**src/rtl/sensor_sample_generator.sv**
```systemverilog
// Sensor sample generator: turns pedometer step and heart-beat levels into
// per-window samples (steps per window, stride, heart rate) for the step
// calculator. The first four windows after start are a warm-up that fills the
// beat history. valid_out is withheld until all four history entries are real.
module sensor_sample_generator #(
   parameter int TICKS_PER_SEC = 50_000_000
) (
   input  logic       clk,
   input  logic       rst,
   input  logic       run,
   input  logic       step_pulse,
   input  logic       beat_pulse,
   input  logic [7:0] stride_in,
   output logic [7:0] hr_out,
   output logic [1:0] steps_per_second,
   output logic [7:0] stride_length,
   output logic       valid_out,
   output logic       warming_up
);

   localparam logic [1:0]  S_IDLE    = 2'd0;
   localparam logic [1:0]  S_WARMUP  = 2'd1;
   localparam logic [1:0]  S_RUN     = 2'd2;
   localparam logic [25:0] TICK_LAST = 26'(TICKS_PER_SEC - 1);

   logic [1:0]  state;
   logic [25:0] tick_cnt;
   logic [1:0]  step_cnt;
   logic [3:0]  beat_cnt;
   logic [3:0]  hist [4];
   logic [1:0]  wr_ptr;
   logic [2:0]  filled;
   logic        step_prev;
   logic        beat_prev;

   logic        step_edge;
   logic        beat_edge;
   logic        active;
   logic        win_close;
   logic        emit;
   logic [1:0]  step_next;
   logic [3:0]  beat_next;
   logic [9:0]  hist_sum;
   logic [9:0]  hr_prod;

   // Heart rate is 15 x (beats over four windows); clamp to the 8-bit output.
   function automatic logic [7:0] sat_u8(input logic [9:0] v);
      return (v > 10'd255) ? 8'd255 : v[7:0];
   endfunction

   // Edge detection, saturating window counts, and the history sum that
   // already includes the entry being written this cycle.
   always_comb begin
      step_edge = step_pulse & ~step_prev;
      beat_edge = beat_pulse & ~beat_prev;
      active    = (state != S_IDLE) && run;
      win_close = active && (tick_cnt == TICK_LAST);
      step_next = (step_edge && (step_cnt != 2'd3))  ? step_cnt + 2'd1 : step_cnt;
      beat_next = (beat_edge && (beat_cnt != 4'd15)) ? beat_cnt + 4'd1 : beat_cnt;
      hist_sum  = 10'd0;
      for (int i = 0; i < 4; i++) begin
         hist_sum = hist_sum + ((2'(i) == wr_ptr) ? {6'd0, beat_next} : {6'd0, hist[i]});
      end
      hr_prod   = hist_sum * 10'd15;
      emit      = win_close &&
                  ((state == S_RUN) || ((state == S_WARMUP) && (filled == 3'd3)));
   end

   // Previous-value registers track their inputs in every state; a reset value
   // of 1 keeps an input that is already high at release from counting.
   always_ff @(posedge clk) begin
      if (rst) begin
         step_prev <= 1'b1;
         beat_prev <= 1'b1;
      end else begin
         step_prev <= step_pulse;
         beat_prev <= beat_pulse;
      end
   end

   // State machine, window timing, per-window counts and beat history.
   // Any cycle that is not actively measuring (IDLE, or run just dropped)
   // discards the partial window and clears the history.
   always_ff @(posedge clk) begin
      if (rst) begin
         state    <= S_IDLE;
         tick_cnt <= '0;
         step_cnt <= '0;
         beat_cnt <= '0;
         wr_ptr   <= '0;
         filled   <= '0;
         for (int i = 0; i < 4; i++) hist[i] <= '0;
      end else if (!active) begin
         state    <= ((state == S_IDLE) && run) ? S_WARMUP : S_IDLE;
         tick_cnt <= '0;
         step_cnt <= '0;
         beat_cnt <= '0;
         filled   <= '0;
         for (int i = 0; i < 4; i++) hist[i] <= '0;
      end else if (win_close) begin
         tick_cnt     <= '0;
         step_cnt     <= '0;
         beat_cnt     <= '0;
         hist[wr_ptr] <= beat_next;
         wr_ptr       <= wr_ptr + 2'd1;
         filled       <= (filled == 3'd4) ? 3'd4 : filled + 3'd1;
         if ((state == S_WARMUP) && (filled == 3'd3)) state <= S_RUN;
      end else begin
         tick_cnt <= tick_cnt + 26'd1;
         step_cnt <= step_next;
         beat_cnt <= beat_next;
      end
   end

   // Sample outputs load on a strobe and hold otherwise.
   always_ff @(posedge clk) begin
      if (rst) begin
         valid_out        <= 1'b0;
         hr_out           <= '0;
         steps_per_second <= '0;
         stride_length    <= '0;
      end else begin
         valid_out <= emit;
         if (emit) begin
            hr_out           <= sat_u8(hr_prod);
            steps_per_second <= step_next;
            stride_length    <= stride_in;
         end
      end
   end

   assign warming_up = (state == S_WARMUP);

endmodule

```
**config.mk**
```make
export PLATFORM = sky130hd
export DESIGN_NAME = sensor_sample_generator
export DESIGN_NICKNAME = d
export VERILOG_FILES = /design/src/rtl/sensor_sample_generator.sv
export SDC_FILE = /design/constraint.sdc
export NUM_CORES = 1
export LEC_CHECK = 0
export ABC_CLOCK_PERIOD_IN_PS = 14850
export CAP_MARGIN = 15
export CORE_MARGIN = 2
export CORE_UTILIZATION = 60
export DETAILED_ROUTE_END_ITERATION = 10
export GPL_TIMING_DRIVEN = 0
export PLACE_DENSITY = 0.87
export SYNTH_ARGS = -nofsm -noshare
export SYNTH_HDL_FRONTEND = slang
export SYNTH_SLANG_ARGS = --single-unit
```
**constraint.sdc**
```tcl
create_clock -name clk -period 14.85 [get_ports clk]
set_input_delay 2.97 -clock clk [delete_from_list [all_inputs] [get_ports clk]]
set_output_delay 2.97 -clock clk [all_outputs]
set_load 0.01 [all_outputs]
```
==> flow_summary_export.csv <==
group,metric,value,unit
pwr,irDropWorstVdd,0.0000843,V
grt,grt_pass1_wl,14.2,mm
pwr,p_leak,1.88,nW
synth,synth_common_cells,"nor2_1 (76), dfxtp_1 (60), nand2_1 (51)",
placement,port-buffer-count,32,
grt,busiest_layer,"met2",
clocking,cts.hold.buffers_added,0,
run,cap_violations,0,
synth,synth_flop_cell,"dfxtp_1",
sta,setup_violations,0,
floorplan,fp.dieArea,7610,um2
floorplan,io_pins,33,
sta,hold_ws,454,ps
cells_and_area,diodes,0,
clocking,cts_resized,0,
synth,synth_edf_count,16,
sta,fmax,0.111,GHz
grt,grt_max_degree,17,
synth,yosysTopAreaCell,"dfxtp_1",
placement,dp.cells,574,
floorplan,initial_core_util,61.6,%
cells_and_area,seq_area,1680,um2
sta,maxSlewViolCount,0,
worst_setup_path,crit_chain,"clkdlybuf4s50_1 > nor2b_1 > nand2_1 > mux2i_1 > a21oi_1 > fa_1 > fa_1 > ha_1 > inv_1 > fa_1 > xnor2_1 > xor2_1 > xnor2_1 > fa_1 > inv_1 > ha_1 > nand4_1 > a21oi_1 > and3b_1 > xnor2_1 > nor3_2 > a211oi_1",
clocking,post_cts_buffers,0,
sta,tns,0,ps
worst_setup_path,cp_common_cell,"fa_1",
grt,grt.met3_usage,5.97,%
synth,yosys.cell_count.top_type,"nor2_1",
worst_setup_path,slowest_stage,"fa_1",
synth,synth_cell_types,47,
synth,synthCells,462,
clocking,cts_tree,"done",
synth,synth.ff_latch_count,76,
sta,rsz0062_at_grt,"no",
placement,postPlaceCellArea,4580,um2
worst_setup_path,required,15080,ps
pwr,power,0.000409,W
synth,synthesis.nets,517,
clocking,cts.sinks,76,
detailed_routing,route.detailed.wl_per_inst,14.3,um
worst_setup_path,endpoint_kind,"flip-flop",
worst_setup_path,critPathLaunchType,"input pin",
worst_setup_path,cpPeakStageDelay,560,ps
synth,synth_top_area_share,28.9,%
grt,grt_overflow,0,
synth,syn_area,4160,um2
grt,globalRouteMet2Util,41.2,%
clocking,clockRootBuffer,"clkbuf_8",
cells_and_area,finalInstanceArea,4770,um2
worst_setup_path,crit_type,"in -> reg",
detailed_routing,drcViolationCount,0,
clocking,numCtsBuffers,9,
worst_hold_path,hold_class,"reg -> reg",
cells_and_area,drive_gt1_share,6.08,%
detailed_routing,drt_iter0_markers,112,
grt,grt_pass1_vias,3294,
cells_and_area,areaGrowthSynthToFinish,14.8,%
detailed_routing,ant_nets,0,
sta,slew_headroom,57.8,%
clocking,clk_pin_slew,90,ps
synth,avgSynthCellArea,9.00,um2
sta,worst_pin_slew,628,ps
detailed_routing,wl,8.45,mm
grt,antenna_found_initial,0,
worst_setup_path,critPathArrivalTime,9250,ps
synth,ys_warn_count,0,
pwr,powerDensity,85.7,nW/um2
cells_and_area,stdcell_count,590,
detailed_routing,first_pass_iters,4,
cells_and_area,nets,560,
floorplan,die_w,87.3,um
clocking,htreeDepth,3,
placement,dpl.hpwl,6.27,mm
worst_setup_path,cp_max_fo,7,
grt,grt_usage,24.1,%
clocking,clkLatencyLatePin,360,ps
cells_and_area,fill_cells,509,
sta,skew,11.6,ps
synth,synth_area_leaders,"dfxtp_1 (29%), edfxtp_1 (12%), ha_1 (8.7%)",
detailed_routing,routed-via-count,3265,
floorplan,die_h,87.3,um
run_status,status,"completed",
floorplan,coreArea,6760,um2
sta,final_hold_viol_count,0,
detailed_routing,post_drt_via_cell_ratio,5.53,
grt,grtUsageMet1,28.9,%
synth,async_reset_ff_share,0,%
clocking,cts_buffer_depth,2,
synth,ys_seq_area_share,40.4,%
sta,period_share,60.7,%
floorplan,row_count,30,
cells_and_area,multi_input_area,2300,um2
sta,period_minus_slack,9020,ps
placement,place.gp.congestion,0.830,
## report_power, final
part | internal [W] | switching (W)
registers | 0.000212 | 0.000000792
clock network | 0.0000649 | 0.0000889
logic | 0.0000188 | 0.0000242
total | 0.000295 | 0.000114
## kinds of logic (layout without fill, tap and decap cells)
family                     after synthesis  after routing  synth area share [%]
DFF                                     76             76                  40.4
buffers and inverters                   45             93                  4.24
AOI/OAI and AO/OA                       64             64                  9.42
muxes                                    7              7                  1.81
xor gates and xnor gates                34             34                  7.16
and+or+nand+nor                        194            194                  22.0
adders and majority gates               42             42                  15.0
## layout by cell type, fill, tap and decap left out, types with 9 or more instances in the layout
cell type / count
a21oi_1: 29
nor2_1: 76
edfxtp_1: 16
inv_1: 29
o21ai_0: 10
clkbuf_1: 12
dfxtp_1: 60
and3_1: 9
a211oi_1: 10
nand2_1: 51
xnor2_1: 14
clkdlybuf4s50_1: 32
fa_1: 13
ha_1: 29
nand3_1: 17
clkbuf_8: 9
xor2_1: 20
## area by class of cell
type                            count  area share (%)
Multi-Input combinational cell    341            48.2
Sequential cell                    76            35.2
Timing Repair Buffer               32            6.71
Clock buffer                        9            2.60
Inverter                           29            2.28
Tap cell                           80            2.10
Clock inverter                      7            1.47
Buffer                             16            1.42
## path summary, 6_finish.rpt
kind                                                     from  cells past startpoint  slack [ps]                             to
worst max register to register         beat_cnt[0]$_SDFF_PP0_                     22        8420         hr_out[4]$_SDFFE_PP0P_
worst max-delay path                               beat_pulse                     22        5830         hr_out[4]$_SDFFE_PP0P_
worst min-delay path            stride_length[6]$_SDFFE_PP0P_                      2         450  stride_length[6]$_SDFFE_PP0P_
worst min register to register  stride_length[6]$_SDFFE_PP0P_                      2         450  stride_length[6]$_SDFFE_PP0P_
## registers in the layout, summed over array words and instances, names as in the netlist
name,cells
tick_cnt,26
hist,16
hr_out,8
stride_length,8
beat_cnt,4
filled,3
state,2
step_cnt,2
steps_per_second,2
wr_ptr,2
beat_prev,1
step_prev,1
valid_out,1
## through the flow
step | util [%] | setup WS [ps]
after floorplan | - | 6690
after global placement | 67.8 | 5670
after detailed placement | 67.8 | 5450
after CTS | 70.6 | 5850
after global routing | 70.6 | 5460
final | 70.6 | 5830
## critical path: cells and delay by family
family,cells,cell delay [ps]
buffers and inverters,3,560
adder cells (fa/ha/maj),6,2550
AND/OR/NAND/NOR,5,1080
XOR/XNOR,4,1130
AO/OA/AOI/OAI,3,460
multiplexers,1,490
## routing by layer
metal / wire length [um] / vias to the layer above / share of wire [%]
met5: 0 / - / 0
met4: 159 / 0 / 1.9
met3: 364 / 17 / 4.3
met2: 4290 / 90 / 51
met1: 3640 / 1523 / 43
li1: - / 1635 / -
No activity file was read; power rests on OpenSTA's default activity.
